$ cat config.mk
export PLATFORM = sky130hd
export DESIGN_NAME = bus_addr_demux_flat
export DESIGN_NICKNAME = d
export VERILOG_FILES = /design/src/rtl/bus_addr_demux_pkg.sv /design/src/rtl/bus_addr_demux_if.sv /design/src/rtl/bus_dir_turnaround.sv /design/src/rtl/bus_addr_demux.sv /design/src/flat_wrapper.sv
export SDC_FILE = /design/constraint.sdc
export NUM_CORES = 1
export LEC_CHECK = 0
export BUFFER_PORTS_ARGS = -buffer_cell sky130_fd_sc_hd__buf_2
export CAP_MARGIN = 5
export CORE_AREA = 4 4 52 66
export DETAILED_ROUTE_END_ITERATION = 6
export DIE_AREA = 0 0 56 70
export MAX_ROUTING_LAYER = met4
export PLACE_DENSITY = 0.78
export SLEW_MARGIN = 20
export SYNTH_ARGS = -nofsm -noshare
export SYNTH_HDL_FRONTEND = slang
export SYNTH_SLANG_ARGS = --single-unit
$ cat constraint.sdc
create_clock -name clk_i -period 3.3 [get_ports clk_i]
set_input_delay 0.66 -clock clk_i [delete_from_list [all_inputs] [get_ports clk_i]]
set_output_delay 0.66 -clock clk_i [all_outputs]
set_load 0.05 [all_outputs]
$ cat src/rtl/bus_addr_demux_pkg.sv
// Shared types and constants for the expansion-bus address demux and its
// data-direction turnaround FSM.
package bus_addr_demux_pkg;

    // Data-direction FSM states, 2-bit encoded.
    typedef enum logic [1:0] {
        DirRd     = 2'b00,
        DirTurnWr = 2'b01,
        DirWr     = 2'b10,
        DirTurnRd = 2'b11
    } dir_state_e;

    // Turnaround counter width; covers 0..15 dead cycles.
    localparam int unsigned TurnCntW = 4;
    localparam int unsigned TurnMax  = 15;

    // Width of the slice index; at least one bit even for a single slice.
    function automatic int unsigned idx_width(int unsigned slices);
        return (slices > 1) ? $clog2(slices) : 1;
    endfunction

endpackage

$ cat src/rtl/bus_addr_demux_if.sv
// Bundle of the multiplexed address pins, core write strobe and the
// committed-address / data-enable outputs of the expansion demux.
interface bus_addr_demux_if #(
    parameter int unsigned SliceW = 8,
    parameter int unsigned Slices = 2
) ();

    logic                     mux_sync;
    logic [SliceW-1:0]        mux_d;
    logic                     cpu_wr_n;
    logic                     err_clr;
    logic [SliceW*Slices-1:0] a_out;
    logic                     a_valid;
    logic                     frame_err;
    logic                     d_to_bus_oe;
    logic                     d_to_core_oe;

    modport master (
        output mux_sync,
        output mux_d,
        output cpu_wr_n,
        output err_clr,
        input  a_out,
        input  a_valid,
        input  frame_err,
        input  d_to_bus_oe,
        input  d_to_core_oe
    );

    modport slave (
        input  mux_sync,
        input  mux_d,
        input  cpu_wr_n,
        input  err_clr,
        output a_out,
        output a_valid,
        output frame_err,
        output d_to_bus_oe,
        output d_to_core_oe
    );

endinterface

$ cat src/rtl/bus_dir_turnaround.sv
// Data-direction FSM: switches between core->bus and bus->core driving with
// Turn dead cycles (both enables low) on every direction change.
module bus_dir_turnaround
    import bus_addr_demux_pkg::*;
#(
    parameter int unsigned Turn = 1
) (
    input  logic clk_i,
    input  logic rst_i,
    input  logic cpu_wr_n_i,
    output logic d_to_bus_oe_o,
    output logic d_to_core_oe_o
);

    localparam logic [TurnCntW-1:0] TurnLast =
        (Turn == 0) ? '0 : TurnCntW'(Turn - 1);

    dir_state_e          state_q, state_d;
    logic [TurnCntW-1:0] cnt_q, cnt_d;
    logic                bus_oe_q, bus_oe_d;
    logic                core_oe_q, core_oe_d;
    logic                turn_done;

    assign turn_done = (Turn == 0) || (cnt_q == TurnLast);

    always_comb begin
        state_d = state_q;
        cnt_d   = cnt_q;
        case (state_q)
            DirRd: begin
                if (!cpu_wr_n_i) begin
                    state_d = (Turn == 0) ? DirWr : DirTurnWr;
                    cnt_d   = '0;
                end
            end
            DirWr: begin
                if (cpu_wr_n_i) begin
                    state_d = (Turn == 0) ? DirRd : DirTurnRd;
                    cnt_d   = '0;
                end
            end
            DirTurnWr: begin
                // Strobe reversal mid-turnaround restarts the dead time the other way.
                if (cpu_wr_n_i) begin
                    state_d = (Turn == 0) ? DirRd : DirTurnRd;
                    cnt_d   = '0;
                end else if (turn_done) begin
                    state_d = DirWr;
                end else begin
                    cnt_d = cnt_q + 1'b1;
                end
            end
            DirTurnRd: begin
                if (!cpu_wr_n_i) begin
                    state_d = (Turn == 0) ? DirWr : DirTurnWr;
                    cnt_d   = '0;
                end else if (turn_done) begin
                    state_d = DirRd;
                end else begin
                    cnt_d = cnt_q + 1'b1;
                end
            end
            default: begin
                state_d = DirTurnRd;
                cnt_d   = '0;
            end
        endcase

        // Enables decode from the next state so they are registered yet exclusive.
        bus_oe_d  = (state_d == DirWr);
        core_oe_d = (state_d == DirRd);
    end

    always_ff @(posedge clk_i) begin
        if (rst_i) begin
            state_q   <= DirTurnRd;
            cnt_q     <= '0;
            bus_oe_q  <= 1'b0;
            core_oe_q <= 1'b0;
        end else begin
            state_q   <= state_d;
            cnt_q     <= cnt_d;
            bus_oe_q  <= bus_oe_d;
            core_oe_q <= core_oe_d;
        end
    end

    assign d_to_bus_oe_o  = bus_oe_q;
    assign d_to_core_oe_o = core_oe_q;

endmodule

$ cat src/rtl/bus_addr_demux.sv
// Rebuilds a wide expansion-bus address from time-multiplexed slices, commits
// it atomically with a valid pulse, and drives the data-direction enables.
module bus_addr_demux
    import bus_addr_demux_pkg::*;
#(
    parameter int unsigned SliceW   = 8,
    parameter int unsigned Slices   = 2,
    parameter bit          RepeatLs = 1'b1,
    parameter int unsigned Turn     = 1
) (
    input logic             clk_i,
    input logic             rst_i,
    bus_addr_demux_if.slave bus
);

    localparam int unsigned    AddrW   = SliceW * Slices;
    localparam int unsigned    IdxW    = idx_width(Slices);
    localparam int unsigned    ShadowN = (Slices > 1) ? Slices - 1 : 1;
    localparam logic [IdxW-1:0] LastIdx = IdxW'(Slices - 1);

    logic [IdxW-1:0]                idx_q, idx_d;
    logic [ShadowN-1:0][SliceW-1:0] shadow_q, shadow_d;
    logic [AddrW-1:0]               a_out_q, a_out_d;
    logic [AddrW-1:0]               assembled;
    logic                           a_valid_q, a_valid_d;
    logic                           frame_err_q, frame_err_d;
    logic                           err_set;
    logic                           bus_oe, core_oe;

    // Full address as it would look if the current slice were the last one.
    always_comb begin
        assembled              = '0;
        assembled[SliceW-1:0]  = bus.mux_d;
        for (int i = 0; i < int'(Slices) - 1; i++) begin
            assembled[(int'(Slices) - 1 - i) * int'(SliceW) +: SliceW] = shadow_q[i];
        end
    end

    always_comb begin
        idx_d     = idx_q;
        shadow_d  = shadow_q;
        a_out_d   = a_out_q;
        a_valid_d = 1'b0;
        err_set   = 1'b0;

        if (bus.mux_sync) begin
            // A sync while mid-frame means the previous frame was cut short.
            err_set = (idx_q != '0);
            if (Slices == 1) begin
                a_out_d   = assembled;
                a_valid_d = 1'b1;
                idx_d     = '0;
            end else begin
                shadow_d[0] = bus.mux_d;
                idx_d       = IdxW'(1);
            end
        end else if (idx_q == '0) begin
            if (RepeatLs) begin
                a_out_d[SliceW-1:0] = bus.mux_d;
                a_valid_d           = 1'b1;
            end else begin
                err_set = 1'b1;
            end
        end else if (idx_q == LastIdx) begin
            a_out_d   = assembled;
            a_valid_d = 1'b1;
            idx_d     = '0;
        end else begin
            for (int i = 0; i < int'(ShadowN); i++) begin
                if (idx_q == IdxW'(i)) begin
                    shadow_d[i] = bus.mux_d;
                end
            end
            idx_d = idx_q + 1'b1;
        end

        if (err_set) begin
            frame_err_d = 1'b1;
        end else if (bus.err_clr) begin
            frame_err_d = 1'b0;
        end else begin
            frame_err_d = frame_err_q;
        end
    end

    always_ff @(posedge clk_i) begin
        if (rst_i) begin
            idx_q       <= '0;
            shadow_q    <= '0;
            a_out_q     <= '0;
            a_valid_q   <= 1'b0;
            frame_err_q <= 1'b0;
        end else begin
            idx_q       <= idx_d;
            shadow_q    <= shadow_d;
            a_out_q     <= a_out_d;
            a_valid_q   <= a_valid_d;
            frame_err_q <= frame_err_d;
        end
    end

    bus_dir_turnaround #(
        .Turn (Turn)
    ) u_dir (
        .clk_i          (clk_i),
        .rst_i          (rst_i),
        .cpu_wr_n_i     (bus.cpu_wr_n),
        .d_to_bus_oe_o  (bus_oe),
        .d_to_core_oe_o (core_oe)
    );

    assign bus.a_out        = a_out_q;
    assign bus.a_valid      = a_valid_q;
    assign bus.frame_err    = frame_err_q;
    assign bus.d_to_bus_oe  = bus_oe;
    assign bus.d_to_core_oe = core_oe;

endmodule
$ cat src/flat_wrapper.sv
// flat-port wrapper written by rule: the top's interface ports become plain ports
module bus_addr_demux_flat import bus_addr_demux_pkg::*;
#(
    parameter int unsigned SliceW   = 8,
    parameter int unsigned Slices   = 2,
    parameter bit          RepeatLs = 1'b1,
    parameter int unsigned Turn     = 1
)
  (clk_i, rst_i, bus_mux_sync, bus_mux_d, bus_cpu_wr_n, bus_err_clr, bus_a_out, bus_a_valid, bus_frame_err, bus_d_to_bus_oe, bus_d_to_core_oe);
  bus_addr_demux_if #(.SliceW(SliceW), .Slices(Slices)) bus_i ();
  input logic clk_i;
  input logic rst_i;
  input wire logic [$bits(bus_i.mux_sync)-1:0] bus_mux_sync;
  input wire logic [$bits(bus_i.mux_d)-1:0] bus_mux_d;
  input wire logic [$bits(bus_i.cpu_wr_n)-1:0] bus_cpu_wr_n;
  input wire logic [$bits(bus_i.err_clr)-1:0] bus_err_clr;
  output wire logic [$bits(bus_i.a_out)-1:0] bus_a_out;
  output wire logic [$bits(bus_i.a_valid)-1:0] bus_a_valid;
  output wire logic [$bits(bus_i.frame_err)-1:0] bus_frame_err;
  output wire logic [$bits(bus_i.d_to_bus_oe)-1:0] bus_d_to_bus_oe;
  output wire logic [$bits(bus_i.d_to_core_oe)-1:0] bus_d_to_core_oe;
  assign bus_i.mux_sync = bus_mux_sync;
  assign bus_i.mux_d = bus_mux_d;
  assign bus_i.cpu_wr_n = bus_cpu_wr_n;
  assign bus_i.err_clr = bus_err_clr;
  assign bus_a_out = bus_i.a_out;
  assign bus_a_valid = bus_i.a_valid;
  assign bus_frame_err = bus_i.frame_err;
  assign bus_d_to_bus_oe = bus_i.d_to_bus_oe;
  assign bus_d_to_core_oe = bus_i.d_to_core_oe;
  bus_addr_demux #(.SliceW(SliceW), .Slices(Slices), .RepeatLs(RepeatLs), .Turn(Turn)) u_core (.clk_i(clk_i), .rst_i(rst_i), .bus(bus_i));
endmodule
**After elaboration in Yosys (flattened, before gate mapping)**

Index checks and enable logic that the tools add are counted.

- $add $sub $neg: 1
- Eq/ne operators: 6
- Multiplexer cells: 18
- Bitwise operators: 1
- Reduce and logical (&&, ||, !) cells: 6

Operators with widths:

| operator | count |
|---|---|
| $mux 4 | 5 |
| $pmux 4 s4 | 1 |
| $mux 2 | 6 |
| $pmux 2 s4 | 1 |
| $eq 2x2->1 const B | 3 |
| $mux 1 | 5 |
| $add 4x1->4 const B | 1 |
| $logic_not 2->1 | 2 |
| $logic_not 4->1 | 1 |
| $ne 2x2->1 const B | 2 |
| $reduce_and 2->1 | 2 |
| $eq 2x1->1 const B | 1 |
| $reduce_bool 2->1 | 1 |
| $not 1->1 | 1 |

- Flip-flop bits (word level): 35
- Input port bits: 13
- Output and inout port bits: 20
- Word-level logic and storage cells: 42

**Longest topological paths before layout**

Gate-level depths: netlist (run 1).

- Word-level depth: 5
- Gate-level depth with buffers: 5
- Depth with buffers taken out: 5

**Hierarchy**

From an unflattened synthesis (run 1), not the netlist that was laid out.

- Cells, all modules: 142
- Area, all modules: 1498.9 um2

By module, submodules not included:

| module | instances | cells an instance | area an instance (um2) | sequential area each (um2) |
|---|---|---|---|---|
| bus_addr_demux | 1 | 95 | 1082.3 | 540.5 |
| bus_dir_turnaround | 1 | 47 | 416.6 | 160.2 |

**Worst setup path after synthesis (run 1)**

No wires, ideal clock.

- Path kind: input to register
- Start: in bus_cpu_wr_n
- End: reg u_core.u_dir.cnt_q[2]
- Library setup time: 74 ps
- Arrival: 1478 ps
- Required time: 3226 ps
- Slack: 1747 ps
- Cell stages on the path: 3
- Buffers on the path: 0
- Path through: xor2_1 > or4_1 > a31oi_1

- Longest elaborated chain between the ends: 2
- Elaborated cells between the ends (all ways): 6
- Those cells by class: 2 x eq/ne; 3 x mux; 1 x reduce/logical

RTL lines:

| element | RTL line | source |
|---|---|---|
| from (decl) | flat_wrapper.sv:15 | `input wire logic [$bits(bus_i.cpu_wr_n)-1:0] bus_cpu_wr_n;` |
| $mux 4, or another cell as far along | bus_dir_turnaround.sv:54 | `if (!cpu_wr_n_i) begin` |
| $pmux 4 s4 or $reduce_and 2->1 (tied branches) | -- |  |
| to (signal assigned) | bus_dir_turnaround.sv:82 | `cnt_q <= cnt_d;` |
| to (decl) | bus_dir_turnaround.sv:19 | `logic [TurnCntW-1:0] cnt_q, cnt_d;` |

Parallel ways exist; a longest one is shown, timed or not.
A chain may end at the register's enable or synchronous reset.

**Worst setup path in the final report (run 1)**

- Start: in bus_mux_sync
- End: reg u_core.a_out_q[14] (netlist: u_core.bus.a_out[14])

- Longest elaborated chain between the ends: 2

RTL lines:

| element | RTL line | source |
|---|---|---|
| from (decl) | flat_wrapper.sv:13 | `input wire logic [$bits(bus_i.mux_sync)-1:0] bus_mux_sync;` |
| $not 1->1 (no source line) | -- |  |
| $reduce_and 2->1 (no source line) | -- |  |
| to (signal assigned) | bus_addr_demux.sv:96 | `a_out_q <= a_out_d;` |
| to (decl) | bus_addr_demux.sv:23 | `logic [AddrW-1:0] a_out_q, a_out_d;` |

No other way between the ends.

==> flow_results.org, run 1 <==
** Setup path
- Worst r2r src :: u_core.u_dir.cnt_q[0]
- The signal on the critical path passes through buf_2, nand2b_1, mux2i_1, nor2_1.
- Crit path buffers/inverters :: 1
- Endpoint arrival time on the critical path :: 1890 ps
- Data on the critical path is required at its endpoint by approximately 3500 ps.
- The critical path is of the in -> reg type.
- Of all nets on the critical path, the largest fanout is 20.
- The worst setup path is captured at a register.
- Largest stage delay, worst path :: around 500 ps
- The largest individual stage delay along the critical path comes from the cell sky130_fd_sc_hd__nand2b_1.
- The worst setup path is launched from an input pin.
- CP delay by family, top :: simple AND/OR/NAND/NOR gates
- R2R depth :: 5
- The endpoint identified for the worst register-to-register timing path is u_core.u_dir.cnt_q[2].
- The worst register-to-register path has a setup slack of 1660 ps.

** Power
- Total power divided by cell area :: 524 nW/µm²
- The worst-case IR drop observed on VDD is 0.398 mV.
- Summing internal, switching and leakage power gives slightly above 0.8 mW.
- In this run switching power makes up 28.8% of total power.
- In this run, the combinational gates consume between 10% and 20% of the power.
- In this run, flip-flops and latches consume a little under three fifths of the power.
- Net switching power of the design :: 0.237 mW
- Leakage dissipation :: approximately 0.77 nW
- Internal power :: between 0.5 and 0.6 mW
- Clock share of power :: 27.7%

** Logic synthesis
- After synthesis, the cell types taking the most area are sky130_fd_sc_hd__dfxtp_1 (52%), sky130_fd_sc_hd__mux2i_1 (18%), sky130_fd_sc_hd__nor2_1 (7.0%).
- The Yosys step of the flow raised 0 warnings.
- When the netlist entered floorplanning its net count stood at 149.
- In this run, distinct cell masters in the synthesized netlist total 26.
- Synthesized instance count :: 134
- After synthesis the cells add up to around 1300 µm².
- Synthesis inferred 35 register bits.
- Sequential element share of the synthesized area :: about half
- The synthesized design spends more area on one cell type than any other, namely sky130_fd_sc_hd__dfxtp_1.
- After synthesis, the largest area contributor takes up between 50% and 60% of total cell area.
- The average instance in the mapped netlist occupies 10.1 µm².

** STA
- Setup violations remaining at the end of the flow were counted as 0.
- Fmax :: 587 MHz
- Across the routed clock network, the largest skew measured is between 8 and 9 ps.
- RSZ-0062 raised after global routing :: false
- Headroom to the max-slew limit came out at 58.3%.
- Adding up every negative setup slack in the final design gives 0 ps.
- The routed design could run at a clock period as short as 1700 ps.
- Worst Tran Pin Value :: 626 ps
- Dividing the final minimum period by the clock period gives 51.6%.
- The number of hold violations in the final report came to 0.
- The final count of pins violating max slew is 0.

** Placed design
- Number of buffers added on ports :: 32
- DP Cell Count :: 194
- At the end of routability-driven placement, the weighted congestion stood at 0.758.
- Post-detailed-placement half-perimeter wirelength :: 1800 µm
- In this run the cell area measured after placement is 1520 µm².

** Finish
- Share of the core filled with cells in the final layout :: 54.9%
- Final std cells w/o fill :: roughly 200
- Layout overhead on the synthesized area :: 16.6%
- Fraction of layout cells with a size suffix above 1 :: 24.8%
- After routing the design area is 1570 µm².
- In the final design database the tool counted 180 nets.
- Number of antenna repair diodes :: 0

** GRT
- Met1 usage in global routing :: between 15 and 20%
- In this run the most used layer during global routing was met2.
- Entering global routing, the biggest net connects 36 pins.
- Number of antenna violations at the first check in global routing :: 0
- Global routing consumed, over all layers together, 14.0% of the routing resources.
- The number of global-route vias before repair is 1013.
- For this run, global-route usage on met3 was measured as around 5.5%.
- For this run, global-route usage on met2 was measured as ~23%.
- First-pass GRT wire length :: approximately 4300 µm
- Overall overflow remaining after global route :: 0

** Clock network
- At the later pin of the worst-skew pair, clock insertion delay measures 320 ps.
- Gates resized during post-CTS repair numbered 0.
- Post-CTS Setup Inserts :: 0
- Worst-path clk slew :: 100 ps
- The clock passes through at most 2 buffers.
- TritonCTS Buffers :: 5
- Clock Root Buffer :: sky130_fd_sc_hd__clkbuf_4
- Total clock sinks :: 35
- Quantity of hold-fixing buffers added after cts :: 0
- The H-tree was split into 2 levels.
- TritonCTS clock tree :: done

** Floorplanning
- The floorplan step defined a die boundary enclosing between 3000 and 4000 µm².
- Placement Rows :: 22
- Die extent in y :: approximately 70 µm
- Horizontal die dimension :: 56 µm
- The region available for standard cell placement spans 2860 µm².
- Effective utilization at floorplan :: 47.1%
- In this run the count of I/O pins placed on the die edge is 33.

** Worst hold path
- Counting instances, the worst hold path has a depth of 2.
- The worst hold path belongs to the class reg -> reg.
- Min-Delay Startpoint :: u_core.bus.frame_err
- The worst hold path terminates at u_core.bus.frame_err.

** Route
- After detailed routing, the number of vias per cell comes to about 5.3.
- In this run, the number of DRC markers left after iteration 0 of detailed routing was 34.
- In the final routed layout, each cell accounts on average for ~12 µm.
- Remaining antenna violation count :: 0
- Drt total wl :: 2500 µm
- For this block, the via count after detailed routing is 1056.
- Before antenna repair, the detailed router went through 4 iterations.
- Number of DRC violations after detailed routing :: 0

** Run
- Across the run, the number of max-cap violations was 0.

** Outcome
- Status :: finished clean
cell type report:
| cell class | instances | area (µm²) |
|---|---|---|
| Clock buffer | 6 | 51.3 |
| Clock inverter | 1 | 5.00 |
| Fill cell | 280 | 1290 |
| Inverter | 4 | 15.0 |
| Multi-Input combinational cell | 87 | 594 |
| Sequential cell | 35 | 701 |
| Tap cell | 36 | 45.0 |
| Timing Repair Buffer | 32 | 160 |
synthesized netlist by cell type:
master / number
sky130_fd_sc_hd__buf_1: 2
sky130_fd_sc_hd__nand3_1: 7
sky130_fd_sc_hd__nand2_1: 3
sky130_fd_sc_hd__nand2b_1: 3
sky130_fd_sc_hd__ha_1: 2
sky130_fd_sc_hd__a31oi_1: 3
sky130_fd_sc_hd__xnor2_1: 1
sky130_fd_sc_hd__or2_1: 1
sky130_fd_sc_hd__or4_1: 3
sky130_fd_sc_hd__clkbuf_1: 2
sky130_fd_sc_hd__a21o_1: 1
sky130_fd_sc_hd__a2111oi_2: 1
sky130_fd_sc_hd__nor2_1: 25
sky130_fd_sc_hd__xor2_1: 1
sky130_fd_sc_hd__nand4_1: 2
sky130_fd_sc_hd__buf_4: 1
sky130_fd_sc_hd__mux2i_1: 24
sky130_fd_sc_hd__nor3_1: 1
sky130_fd_sc_hd__nor2b_1: 3
sky130_fd_sc_hd__a311o_1: 1
sky130_fd_sc_hd__nor3b_2: 1
sky130_fd_sc_hd__nand4b_1: 1
sky130_fd_sc_hd__inv_1: 4
sky130_fd_sc_hd__a21oi_1: 3
sky130_fd_sc_hd__dfxtp_1: 35
sky130_fd_sc_hd__buf_2: 3
power groups by stage:
stage	Sequential [mW]	Combinational (mW)	Clock (mW)
global placement	0.471	0.130	0
floorplan	0.504	0.0725	0
finish	0.462	0.132	0.228
detailed placement	0.472	0.133	0
CTS	0.462	0.133	0.239
global route	0.466	0.144	0.260
worst register-to-register path, delay by kind of cell (launching register included):
family | cells | cell delay [ps]
simple gates | 2 | 690
compound gates | 1 | 180
flops | 1 | 430
buf+inv | 1 | 70
fa+ha+maj | 1 | 190
flip-flops by register name, indices dropped and copies added, names as in the netlist:
| signal | flops |
|---|---|
| u_core.u_dir.d_to_core_oe_o | 1 |
| u_core.bus.frame_err | 1 |
| u_core.bus.a_valid | 1 |
| u_core.u_dir.d_to_bus_oe_o | 1 |
| u_core.idx_q | 1 |
| u_core.shadow_q | 8 |
| u_core.u_dir.cnt_q | 4 |
| u_core.u_dir.state_q | 2 |
| u_core.bus.a_out | 16 |
cell families (layout without fill, tap and decap cells):
| group | Yosys count | in the layout | share of synthesized area, % |
|---|---|---|---|
| fa+ha+maj | 2 | 2 | 1.86 |
| simple gates | 50 | 50 | 18.2 |
| xor+xnor | 2 | 2 | 1.30 |
| flops | 35 | 35 | 52.0 |
| mux | 24 | 24 | 17.8 |
| compound gates | 9 | 9 | 4.92 |
| buf+inv | 12 | 43 | 3.90 |
metal layers:
layer	vias to the layer above	wire length, µm
met1	483	1020
li1	526	-
met5	-	0
met2	38	1230
met3	9	201
met4	0	48
cell usage in the layout, fill, tap and decap left out, types with 4 or more instances in the layout:
cell / instances
sky130_fd_sc_hd__buf_2: 32
sky130_fd_sc_hd__dfxtp_1: 35
sky130_fd_sc_hd__clkbuf_4: 5
sky130_fd_sc_hd__mux2i_1: 24
sky130_fd_sc_hd__nand3_1: 7
sky130_fd_sc_hd__inv_1: 4
sky130_fd_sc_hd__nor2_1: 25
metrics by stage:
step           setup slack [ps]  hold slack, ps
2_1_floorplan              1750             446
6_report                   1600             475
5_1_grt                    1500             523
4_1_cts                    1580             480
3_5_place_dp               1230             464
3_3_place_gp               1300             456
worst max-delay path by stage:
| stage | from | to | slack, ps | cells past startpoint |
|---|---|---|---|---|
| floorplan | bus_cpu_wr_n | u_core.u_dir.cnt_q[2] | 1750 | 3 |
| global placement | bus_mux_sync | u_core.bus.a_out[14] | 1300 | 4 |
| detailed placement | bus_mux_sync | u_core.bus.a_out[14] | 1230 | 4 |
| CTS | bus_mux_sync | u_core.bus.a_out[14] | 1580 | 4 |
| global route | bus_mux_sync | u_core.bus.a_out[9] | 1500 | 4 |
| finish | bus_mux_sync | u_core.bus.a_out[14] | 1600 | 4 |
Power figures use the tool's default switching activity.
==> run 2, diff against run 1 <==
--- a/config.mk
+++ b/config.mk
@@ -5,13 +5,14 @@
 export SDC_FILE = /design/constraint.sdc
 export NUM_CORES = 1
 export LEC_CHECK = 0
+export ABC_AREA = 1
 export BUFFER_PORTS_ARGS = -buffer_cell sky130_fd_sc_hd__buf_2
 export CAP_MARGIN = 5
-export CORE_AREA = 4 4 52 66
+export CORE_AREA = 4 4 51 65
 export DETAILED_ROUTE_END_ITERATION = 6
-export DIE_AREA = 0 0 56 70
+export DIE_AREA = 0 0 55 69
 export MAX_ROUTING_LAYER = met4
-export PLACE_DENSITY = 0.78
+export PLACE_DENSITY = 0.79
 export SLEW_MARGIN = 20
 export SYNTH_ARGS = -nofsm -noshare
 export SYNTH_HDL_FRONTEND = slang
==> constraint.sdc (replaced) <==
create_clock -name clk_i -period 1.59 [get_ports clk_i]
set_input_delay 0.318 -clock clk_i [delete_from_list [all_inputs] [get_ports clk_i]]
set_output_delay 0.318 -clock clk_i [all_outputs]
set_load 0.05 [all_outputs]
==> flow_results.org, run 2 <==
** GRT
- Overall Global Routing Usage :: 16.2% (+2.2 points)
- The leftover overflow at the end of global routing was 0 (unchanged).
- First-pass GRT wire length :: 4340 µm (unchanged)
- Pin count of the biggest net entering global routing :: 17 (-53%)
- Number of antenna violations at the first check in global routing :: 0 (unchanged)
- The number of global-route vias before repair is 1019 (+0.59%).

** Finish
- Final std cells w/o fill :: 231 (+15%)
- The library cell used most frequently in the layout, excluding fill and tap cells, is sky130_fd_sc_hd__dfxtp_1.
- Flip-flop count of the largest register, all copies and words added :: 16 (unchanged)
- Number of antenna repair diodes :: 0 (unchanged)
- Leaving out fill and tap cells, the most frequent cells in the layout are sky130_fd_sc_hd__dfxtp_1 (35), sky130_fd_sc_hd__buf_2 (32), sky130_fd_sc_hd__inv_1 (28).
- Final nets :: 211 (+17%)
- The area of all placed cells without fillers is 1590 µm² (+0.96%).
- The area growth from synthesis to layout is 21.0%.
- The layout cell share with drive strength beyond 1 is 26.9% (+2.1 points).

** Logic synthesis
- Net count after synthesis :: 176 (+18%)
- The area share of the leading cell type in the synthesized netlist came to 53.4% (+1.4 points).
- The summed instance area of the synthesized netlist was 1310 µm² (-2.7%).
- The count of warnings emitted by yosys came to 0 (unchanged).
- The biggest area contributor in the post-synthesis netlist is sky130_fd_sc_hd__dfxtp_1.
- Post-Synthesis Mean Instance Area :: 8.14 µm² (-19%)
- Share of flip-flops with an asynchronous set or reset :: 0% (unchanged)
- Sequential element share of the synthesized area :: 53.4% (+1.4 points)
- The number of flip-flops and latches in the synthesized netlist came to 35 (unchanged).
- Top cells by instance count after synthesis :: sky130_fd_sc_hd__dfxtp_1 (35), sky130_fd_sc_hd__inv_1 (28), sky130_fd_sc_hd__nand2_1 (26)
- By instance count, the leading cell after synthesis is sky130_fd_sc_hd__dfxtp_1.
- Leading post-synthesis cells by cell area :: sky130_fd_sc_hd__dfxtp_1 (53%), sky130_fd_sc_hd__inv_1 (8.0%), sky130_fd_sc_hd__nand2_1 (7.4%)
- Synthesized instance count :: 161 (+20%)
- Number of unique standard cell types used by synthesis :: 20 (-23%)
- The number of flops mapped to enable cells by yosys was 0 (unchanged).
- Main synth FF type :: sky130_fd_sc_hd__dfxtp_1

** STA
- Number of endpoints failing setup at the final stage :: 0 (unchanged)
- Total negative slack for setup checks :: 0 ps (unchanged)
- The final count of pins violating max slew was 0 (unchanged).
- The routed design could run at a clock period as short as 1290 ps.
- Maximum clock skew at final layout :: 10.4 ps (+2.12 ps)
- The slew at the pin with the worst max-slew slack was 339 ps (-286 ps).
- Normalized max-slew margin :: 77.3% (+19 points)
- RSZ-0062 raised after global routing :: false
- Fmax :: 773 MHz
- The final hold slack came to 152 ps (-323 ps).
- The number of hold violations in the final report was 0 (unchanged).
- Post-route clock period utilization :: between 80% and 90%

** Floorplanning
- Die extent in y :: 69 µm (-1.4%)
- The placeable core region came to 2650 µm² (-7.3%).
- Die footprint :: 3800 µm² (-3.2%)
- Effective utilization at floorplan :: 49.4% (+2.3 points)
- The number of ports placed on the die boundary came to 33 (unchanged).
- The horizontal die dimension came to 55 µm (-1.8%).
- Placement Rows :: 21 (-4.5%)

** Setup path
- The largest incremental delay on the critical path is 370 ps (-130 ps).
- The worst setup path is launched from a register.
- Endpoint arrival time on the critical path :: 980 ps (-910 ps)
- Path type of the worst setup path :: reg -> out
- Required time of the critical path :: 1270 ps (-2220 ps)
- Cell with the biggest individual delay on the critical path :: sky130_fd_sc_hd__dfxtp_1
- Peak fanout along the critical path :: 2 (-90%)
- STA classifies the critical path endpoint as an output port.
- The worst path buffer plus inverter count was 1 (unchanged).
- The kind of cell with the highest combined delay along the critical path is flip-flops.
- Walking the worst path, the cells encountered are buf_2.

** Power
- The internal power came to 1.49 mW (+150%).
- The fraction of power spent switching nets came to 26.2% (-2.6 points).
- The static power due to leakage is 0.787 nW (+2.5%).
- The fraction of power consumed by the clock network was 39.2% (+12 points).
- Combinational share of power :: 13.5% (-2.6 points)
- The power density over the cells was 1270 nW/µm² (+140%).
- The net switching power of the design is 0.529 mW (+120%).
- Worst IR drop on VDD :: 1.33 mV (+230%)
- Power share of the sequential group :: 47.3% (-8.9 points)

** Clock network
- Total clock sinks :: 35 (unchanged)
- The number of cells upsized or downsized after cts came to 0 (unchanged).
- Clock Root Buffer :: sky130_fd_sc_hd__clkbuf_4
- TritonCTS built the clock tree.
- The number of clock buffers inserted by TritonCTS is 5 (unchanged).
- The number of buffers on the longest clock path is 2 (unchanged).
- The H-tree depth reported by CTS came to 2 (unchanged).
- The post-CTS setup buffer count is 0 (unchanged).
- The number of hold buffers added after cts was 0 (unchanged).
- The clock transition at the registers of the reported paths came to 110 ps (about the same).
- The clock network latency to the later pin of the worst-skew pair was 340 ps (+20 ps).

** Route
- Detailed router's first-iteration violation count :: 20 (-41%)
- Via count :: 1092 (+3.4%)
- The residual antenna-violating net count after detailed routing was 0 (unchanged).
- Drt total wl :: 2570 µm (+3.0%)
- First drt pass iteration count :: 4 (unchanged)
- The via density per instance came to 4.73 (-10%).
- Per-cell routed wire length :: 11.1 µm (-10%)
- Number of DRC violations after detailed routing :: 0 (unchanged)

** Placed design
- Number of buffers added on ports :: 32 (unchanged)
- Post-detailed-placement cell area :: 1480 µm² (-2.2%)
- The detailed placement HPWL came to 1890 µm (+5.0%).
- DP Cell Count :: 223 (+15%)
- The last weighted congestion value of the routability-driven placer was 0.809 (+6.7%).

** Worst hold path
- The worst hold path belongs to the class in -> reg.

** Outcome
- The run finished with clean final reports.

** Run
- The number of maximum-capacitance constraint violations is 0 (unchanged).
run 2: cell families (layout without fill, tap and decap cells):
group                    count (synthesis)  in the layout  share of synthesized area [%]
AO/OA/AOI/OAI                           36             36                           15.2
adder cells (fa/ha/maj)                  2              2                           1.91
flip-flops                              35             35                           53.4
buffers and inverters                   36             72                           11.9
AND/OR/NAND/NOR                         52             52                           17.6
run 2: layout make-up:
class,count,area (µm²)
clock buffer,5,37.5
clock inverter,3,67.6
fill,240,1070
inverter,31,116
multi-input combinational,90,454
sequential,35,701
tap,34,42.5
timing repair buffer,33,168
run 2: worst paths after layout:
check                        start  cells past startpoint  slack, ps                    endpoint
max            u_core.bus.a_out[4]                      1        300                bus_a_out[4]
min                   bus_mux_sync                      2        150          u_core.bus.a_valid
max reg2reg  u_core.u_dir.cnt_q[0]                      8        360  u_core.u_dir.d_to_bus_oe_o
min reg2reg    u_core.bus.a_out[0]                      2        470         u_core.bus.a_out[0]
run 2: stage by stage:
| step | power [mW] | util (%) | setup WS, ps |
|---|---|---|---|
| 2_1_floorplan | 1.19 | - | 498 |
| 3_3_place_gp | 1.24 | 55.8 | 386 |
| 3_5_place_dp | 1.25 | 55.8 | 380 |
| 4_1_cts | 2.03 | 59.8 | 267 |
| 5_1_grt | 2.10 | 59.8 | 204 |
| 6_report | 2.02 | 59.8 | 297 |
run 2: power by group through the flow:
stage                     Combinational [mW]  Sequential (mW)  Clock, mW
after floorplan                        0.117             1.07          0
after global placement                 0.271            0.973          0
after detailed placement               0.274            0.974          0
after CTS                              0.276            0.954      0.798
after global routing                   0.300            0.960      0.838
final                                  0.273            0.954      0.789
run 2: per-layer routing:
layer	part of all wire [%]	global-route usage [%]	wire [µm]
met1	40	16.6	1040
met2	52	25.7	1330
met3	6.0	6.47	154
met4	2.1	8.11	55
met5	0	-	0
